--- src/rtl/stopwatch_ctrl.sv ---
// Stopwatch sequencing FSM with a BCD mm:ss counter advanced by an upstream one-second tick.
// Optional lap-freeze display is built only when STOPWATCH_LAP_EN is defined.
module stopwatch_ctrl #(
  parameter int unsigned MIN_LIMIT = 99
) (
  input  logic        clk,
  input  logic        rst,
  input  logic        tick,
  input  logic        start_stop,
  input  logic        lap,
  input  logic        clear,
  output logic        enable,
  output logic [15:0] disp,
  output logic        running,
  output logic        lap_active,
  output logic        wrap
);

  // state | meaning
  // IDLE  | time zeroed, waiting for start_stop
  // RUN   | time advancing, display shows live time
  // LAP   | time advancing, display frozen on lap register
  // PAUSE | time held, clear returns to IDLE
  typedef enum logic [1:0] {
    S_IDLE  = 2'd0,
    S_RUN   = 2'd1,
`ifdef STOPWATCH_LAP_EN
    S_LAP   = 2'd2,
`endif
    S_PAUSE = 2'd3
  } state_t;

  localparam logic [3:0] MIN_T_MAX = 4'(MIN_LIMIT / 10);
  localparam logic [3:0] MIN_O_MAX = 4'(MIN_LIMIT % 10);

  state_t      state_q, state_d;
  logic [15:0] time_q, time_d;
  logic [15:0] disp_q, disp_d;
  logic        wrap_q, wrap_d;
  logic        counting;
  logic        at_max;
  logic        zero_time;
  logic        show_lap;

  logic [3:0] min_t, min_o, sec_t, sec_o;
  assign {min_t, min_o, sec_t, sec_o} = time_q;

`ifdef STOPWATCH_LAP_EN
  assign counting   = (state_q == S_RUN) || (state_q == S_LAP);
  assign lap_active = (state_q == S_LAP);
  assign show_lap   = (state_d == S_LAP);
`else
  assign counting   = (state_q == S_RUN);
  assign lap_active = 1'b0;
  assign show_lap   = 1'b0;
`endif

  assign enable  = counting;
  assign running = counting;
  assign disp    = disp_q;
  assign wrap    = wrap_q;

  assign at_max = (sec_t == 4'd5) && (sec_o == 4'd9) &&
                  (min_t == MIN_T_MAX) && (min_o == MIN_O_MAX);

  // clear outranks start_stop, which outranks lap, in every state
  always_comb begin
    state_d = state_q;
    case (state_q)
      S_IDLE: begin
        if (!clear && start_stop) state_d = S_RUN;
      end
      S_RUN: begin
        if (clear) state_d = S_RUN;
        else if (start_stop) state_d = S_PAUSE;
`ifdef STOPWATCH_LAP_EN
        else if (lap) state_d = S_LAP;
`endif
      end
`ifdef STOPWATCH_LAP_EN
      S_LAP: begin
        if (clear) state_d = S_LAP;
        else if (start_stop) state_d = S_PAUSE;
        else if (lap) state_d = S_RUN;
      end
`endif
      S_PAUSE: begin
        if (clear) state_d = S_IDLE;
        else if (start_stop) state_d = S_RUN;
      end
      default: state_d = S_IDLE;
    endcase
  end

  assign zero_time = (state_q == S_PAUSE) && (state_d == S_IDLE);

  always_comb begin
    time_d = time_q;
    wrap_d = 1'b0;
    if (zero_time) begin
      time_d = 16'h0000;
    end else if (counting && tick) begin
      if (sec_o != 4'd9) begin
        time_d[3:0] = sec_o + 4'd1;
      end else begin
        time_d[3:0] = 4'd0;
        if (sec_t != 4'd5) begin
          time_d[7:4] = sec_t + 4'd1;
        end else begin
          time_d[7:4] = 4'd0;
          if (at_max) begin
            time_d[15:8] = 8'h00;
            wrap_d       = 1'b1;
          end else if (min_o != 4'd9) begin
            time_d[11:8] = min_o + 4'd1;
          end else begin
            time_d[11:8]  = 4'd0;
            time_d[15:12] = min_t + 4'd1;
          end
        end
      end
    end
  end

`ifdef STOPWATCH_LAP_EN
  logic [15:0] lap_q, lap_d;

  // the lap register snapshots the time as it stands after the entering edge
  always_comb begin
    lap_d = lap_q;
    if (zero_time) lap_d = 16'h0000;
    else if ((state_q != S_LAP) && (state_d == S_LAP)) lap_d = time_d;
  end

  always_ff @(posedge clk or negedge rst) begin
    if (!rst) lap_q <= 16'h0000;
    else      lap_q <= lap_d;
  end

  assign disp_d = show_lap ? lap_d : time_d;
`else
  assign disp_d = show_lap ? 16'h0000 : time_d;
`endif

  always_ff @(posedge clk or negedge rst) begin
    if (!rst) begin
      state_q <= S_IDLE;
      time_q  <= 16'h0000;
      disp_q  <= 16'h0000;
      wrap_q  <= 1'b0;
    end else begin
      state_q <= state_d;
      time_q  <= time_d;
      disp_q  <= disp_d;
      wrap_q  <= wrap_d;
    end
  end

endmodule

--- config.mk ---
export PLATFORM = sky130hd
export DESIGN_NAME = stopwatch_ctrl
export DESIGN_NICKNAME = d
export VERILOG_FILES = /design/src/rtl/stopwatch_ctrl.sv
export SDC_FILE = /design/constraint.sdc
export NUM_CORES = 1
export LEC_CHECK = 0
export ABC_CLOCK_PERIOD_IN_PS = 2300
export BUFFER_PORTS_ARGS = -buffer_cell sky130_fd_sc_hd__buf_4
export CAP_MARGIN = 20
export CORE_ASPECT_RATIO = 1.4
export CORE_MARGIN = 3
export CORE_UTILIZATION = 52
export DETAILED_ROUTE_END_ITERATION = 8
export GPL_TIMING_DRIVEN = 0
export PLACE_DENSITY = 0.78
export REMOVE_ABC_BUFFERS = 1
export SYNTH_ARGS = -nofsm -noshare
export SYNTH_HDL_FRONTEND = slang
export SYNTH_SLANG_ARGS = --single-unit
--- constraint.sdc ---
create_clock -name clk -period 2.3 [get_ports clk]
set_input_delay 0.46 -clock clk [delete_from_list [all_inputs] [get_ports clk]]
set_output_delay 0.46 -clock clk [all_outputs]
set_load 0.05 [all_outputs]
==> results.json, run 1 <==
{
  "status": "complete, no violations",
  "p_leak_nw": 0.633,
  "wl_per_cell_um": 13.1,
  "vdd_drop_max_mv": 0.859,
  "first_iter_violations": 33,
  "ctsRootBufferMaster": "clkbuf_4",
  "cp-endpoint": "disp[14]$_DFFE_PN0P_",
  "worst_slack_ps": 418,
  "port-buffer-count": 23,
  "cts_hold_buf": 0,
  "layout-drive-gt1-share": 0.210,
  "wirelength_um": 2090,
  "min_period_ps": 1880,
  "setup_viol": 0,
  "final_cells": 159,
  "p_sw_frac": 0.436,
  "hold_class": "input pin to asynchronous set/reset pin",
  "post-place-ws_ps": 445,
  "critPathLaunch": "disp[1]$_DFFE_PN0P_",
  "setup_tns_ps": 0,
  "critical_path.max_fanout": 8,
  "multi_input_area_um2": 556,
  "clock_latency_ps": 290,
  "ys_ff_latch": 19,
  "cts_sinks": 19,
  "worstSetupPathType": "register to register",
  "internal-power_uw": 573,
  "clk_pin_slew_ps": 100,
  "dp_hpwl_um": 1560,
  "die_h_um": 60.3,
  "yosys_warnings": 0,
  "num_rows": 19,
  "reg2reg_slack_ps": 420,
  "track_usage": 0.175,
  "fin_crit_sh": 0.818,
  "end_kind": "register",
  "core-area_mm2": 0.00197,
  "seqCellArea_um2": 475,
  "setup.worst_path.start_class": "register",
  "cap_violations": 0,
  "hold_viol": 0,
  "switchingPower_uw": 443,
  "drt_pass1_iterations": 4,
  "die_w_um": 44.8,
  "final_common_cell": "buf_4",
  "critPathArrivalTime_ps": 2100,
  "grt_overflow_total": 0,
  "clockPowerShare": 0.163,
  "required_ps": 2520,
  "viasPerCell": 5.83,
  "rsz0062_at_grt": "false",
  "grt_max_degree": 20,
  "power_frac_seq": 0.436,
  "slew_violations": 0,
  "grt_pass1_wl_um": 3580,
  "antenna_cells": 0,
  "ys_seq_area_frac": 0.434,
  "total_power_mw": 1.02,
  "post_cts_resize_count": 0,
  "dieArea_mm2": 0.00270,
  "combPwrFrac": 0.400,
  "cts_buffers": 3,
  "final_cell_mix": "buf_4, dfrtp_1, nor2_1",
  "synth_area_mm2": 0.00110,
  "cts_tree": "built",
  "avgSynthCellArea_um2": 9.37,
  "grt_pass1_vias": 825,
  "ios": 26,
  "vias": 927,
  "placed_cells": 155,
  "skew_ps": 2.27,
  "fillCellCount": 178,
  "synth_cell_types": 31,
  "htreeDepth": 1,
  "max_freq_mhz": 531,
  "p_per_area_mw_per_mm2": 795,
  "drc": 0,
  "gp_congestion": 0.732,
  "clockBufferDepth": 2,
  "drtAntennaViolNets": 0,
  "start_util": 0.555,
  "layout.nets": 153,
  "synthCells": 117,
  "postCtsSetupRepairBufs": 0,
  "ff2ff_path_depth": 6,
  "synthToLayoutAreaGrowth_pct": 16.7,
  "antenna_found_initial": 0,
  "r2r-end": "disp[14]$_DFFE_PN0P_",
  "r2r-start": "disp[1]$_DFFE_PN0P_"
}
-- power groups by stage --
stage	combinational (mW)	sequential (mW)	clock (mW)
2_1_floorplan	0.159	0.574	0
3_3_place_gp	0.405	0.447	0
3_5_place_dp	0.411	0.449	0
4_1_cts	0.412	0.443	0.174
5_1_grt	0.435	0.454	0.187
6_report	0.407	0.444	0.166
-- worst min-delay path by stage --
stage,cells after the start,startpoint,to
floorplan,0,rst,disp[0]$_DFFE_PN0P_
global placement,1,rst,disp[7]$_DFFE_PN0P_
detailed placement,1,rst,disp[7]$_DFFE_PN0P_
CTS,1,rst,disp[7]$_DFFE_PN0P_
global route,1,rst,disp[7]$_DFFE_PN0P_
finish,1,rst,disp[7]$_DFFE_PN0P_
-- worst max-delay path, cell delays in order (launching register included) --
cell,delay [ps]
dfrtp_1,430
inv_1,70
ha_1,150
and3b_1,390
nand4_4,180
or4_1,420
a21oi_1,160
-- cells in the mapped netlist, drive strengths merged --
cell type | n | share of area
nor2b | 2 | 0.011
a21oi | 12 | 0.055
nor3 | 2 | 0.0091
o21ai | 6 | 0.027
clkbuf | 1 | 0.0034
ha | 8 | 0.091
conb | 1 | 0.0034
nand2 | 8 | 0.030
mux2i | 2 | 0.018
nand4b | 1 | 0.0080
nand3 | 8 | 0.037
or4 | 2 | 0.014
dfrtp | 19 | 0.43
nor4 | 2 | 0.011
nand4 | 2 | 0.025
nor3b | 1 | 0.0069
inv | 6 | 0.021
and3b | 5 | 0.041
nand3b | 2 | 0.014
buf | 5 | 0.035
o31ai | 2 | 0.014
and3 | 1 | 0.0057
a311oi | 1 | 0.0080
or3 | 3 | 0.017
xnor2 | 2 | 0.016
nor2 | 13 | 0.045
-- sequential cells by signal, indices dropped and copies added (netlist names) --
register and cells:
disp 16, state_q 2, wrap 1
-- final cells by class --
class,count,area share
clock buffer,4,0.0205
inverter,6,0.0176
multi-input combinational,86,0.434
sequential,19,0.372
tap,21,0.0205
timing repair buffer,23,0.135
-- logic make-up after synthesis --
group,Yosys count,share of synthesized area
flops,19,0.434
buf+inv,12,0.0593
simple gates,52,0.274
xor+xnor,2,0.0160
fa+ha+maj,8,0.0913
other cells,1,0.00342
mux,2,0.0183
compound gates,21,0.104
-- metal layers --
layer  global-route usage  part of all wire  vias up
li1                     -                 -      453
met2                0.314              0.53       26
met3               0.0181             0.056        4
met5                    0                 0        -
met4               0.0753             0.016        0
met1                0.208              0.40      444
-- stage by stage --
stage | cell area (µm²) | hold slack (ps) | utilization
floorplan | 1050 | 164 | -
global placement | 1250 | 348 | 0.635
detailed placement | 1250 | 350 | 0.635
CTS | 1280 | 22.5 | 0.648
global route | 1280 | 18.3 | 0.648
finish | 1280 | 19.5 | 0.648
No activity file was read; power rests on OpenSTA's default activity.
==> run 2: changes to the inputs <==
Settings changed: ABC_CLOCK_PERIOD_IN_PS 2300 to 1800.
Clock period 2.3 ns to 1.8 ns, I/O delays scaled along.
==> run 2 against run 1 <==
  * Fmax increased by 10%
  * Largest cell class unchanged
  * Utilization increased by 3.1 points
  * Global-route usage rose by 0.12 points
  * First-iteration DRC count fell by 3.0%
  * Die area unchanged
  * Via count rose by 3.6%
  * Critical path type unchanged
==> results.json, run 2 (synthesis gave the netlist of run 1 again) <==
{
  "clockBufferDepth": 2,
  "start_util": 0.555,
  "rsz0062_at_grt": "true",
  "wirelength_um": 2250,
  "critPathArrivalTime_ps": 1940,
  "cts_buffers": 3,
  "largest_reg_flops": 16,
  "antenna_found_initial": 0,
  "critical_path.max_fanout": 8,
  "cts_tree": "built",
  "setup.worst_path.start_class": "register",
  "cap_violations": 0,
  "wl_per_cell_um": 13.6,
  "max_freq_mhz": 586,
  "port-buffer-count": 23,
  "setup_tns_ps": 0,
  "end_kind": "register",
  "vdd_drop_max_mv": 1.11,
  "final_common_cell": "buf_4",
  "antenna_cells": 0,
  "required_ps": 2030,
  "max_stage_delay_ps": 440,
  "setup_viol": 0,
  "skew_ps": 3.93,
  "grt_overflow_total": 0,
  "clock_latency_ps": 290,
  "ios": 26,
  "relSlewSlack": 0.648,
  "crit_slowest_cell": "or4_4",
  "dp_hpwl_um": 1560,
  "drc": 0,
  "viasPerCell": 5.82,
  "layout-drive-gt1-share": 0.285,
  "drt_pass1_iterations": 4,
  "drtAntennaViolNets": 0,
  "num_rows": 19,
  "slew_violations": 0,
  "gp_congestion": 0.732,
  "hold_class": "input pin to register",
  "p_leak_nw": 0.661,
  "hold_viol": 0,
  "status": "complete, no violations",
  "cts_sinks": 19,
  "ctsRootBufferMaster": "clkbuf_4",
  "dieArea_mm2": 0.00270,
  "fin_crit_sh": 0.949,
  "path_cells": "inv_1, ha_1, and3b_2, nand4_4, or4_4, a21oi_2",
  "grt_pass1_vias": 837,
  "core-area_mm2": 0.00197,
  "final_cell_mix": "buf_4, dfrtp_1, nor2_1",
  "vias": 960,
  "die_w_um": 44.8,
  "p_per_area_mw_per_mm2": 992,
  "worstMarginPinSlew_ps": 529,
  "whs_ps": 336,
  "clk_pin_slew_ps": 110,
  "layout.nets": 159,
  "die_h_um": 60.3,
  "worstSetupPathType": "register to register",
  "htreeDepth": 1,
  "synthToLayoutAreaGrowth_pct": 22.3,
  "grt_max_degree": 20,
  "grt_pass1_wl_um": 3610,
  "track_usage": 0.176,
  "min_period_ps": 1710,
  "first_iter_violations": 32
}
==> run 2: changes by cell type in the layout (fill, tap and decap cells not counted), sizes merged <==
cell / change
buf: +5
dlygate4sd3: +1
==> run 2: layout make-up <==
class	count	area, µm²
Clock buffer	4	26.3
Fill cell	166	633
Inverter	6	22.5
Multi-Input combinational cell	86	567
Sequential cell	19	478
Tap cell	21	26.3
Timing Repair Buffer	29	220
==> run 2: per-stage QoR <==
stage	instance area (µm²)	util	power [mW]	setup slack, ps	instances
global placement	1250	0.635	1.09	-8.00	155
CTS	1290	0.654	1.32	17.7	160
floorplan	1050	-	0.937	-322	111
global route	1340	0.679	1.40	-21.4	165
detailed placement	1250	0.635	1.10	-54.8	155
finish	1340	0.679	1.33	92.3	165
==> run 2: per-layer routing <==
layer / track usage / part of all wire / vias to the layer above
met2: 0.318 / 0.54 / 17
met4: 0.0753 / 0.016 / 0
met5: 0 / 0 / -
li1: - / - / 465
met1: 0.208 / 0.40 / 474
met3: 0.0181 / 0.042 / 4
==> run 2: worst paths after layout <==
check | slack, ps | start | end | depth (start not counted)
setup / recovery | 90 | disp[1]$_DFFE_PN0P_ | disp[14]$_DFFE_PN0P_ | 6
hold / removal | 340 | clear | state_q[1]$_DFF_PN0_ | 4
setup reg to reg | 90 | disp[1]$_DFFE_PN0P_ | disp[14]$_DFFE_PN0P_ | 6
hold reg to reg | 550 | disp[8]$_DFFE_PN0P_ | disp[8]$_DFFE_PN0P_ | 1
max in group asynchronous | 1110 | rst | disp[8]$_DFFE_PN0P_ | 2
min in group asynchronous | 470 | rst | disp[7]$_DFFE_PN0P_ | 2
==> run 2: what timing repair did <==
action                                  CTS  global route
gates resized for setup                   1             6
pin swaps                                 0             1
hold buffers                              1             0
buffers inserted                          0             5
endpoints found under the hold margin    19             0
endpoints found under the setup margin    4             5
==> run 2: power breakdown <==
group	leakage, nW	total (mW)	internal [mW]	switching, mW
clock network	0.0150	0.214	0.0862	0.128
registers	0.254	0.567	0.486	0.0812
logic	0.393	0.549	0.181	0.368
==> run 2: worst max-delay path, delay by kind of cell (launching register included) <==
kind / cells / cell delay (ps)
compound gates: 1 / 140
flops: 1 / 410
simple gates: 3 / 880
buf+inv: 1 / 60
fa+ha+maj: 1 / 150
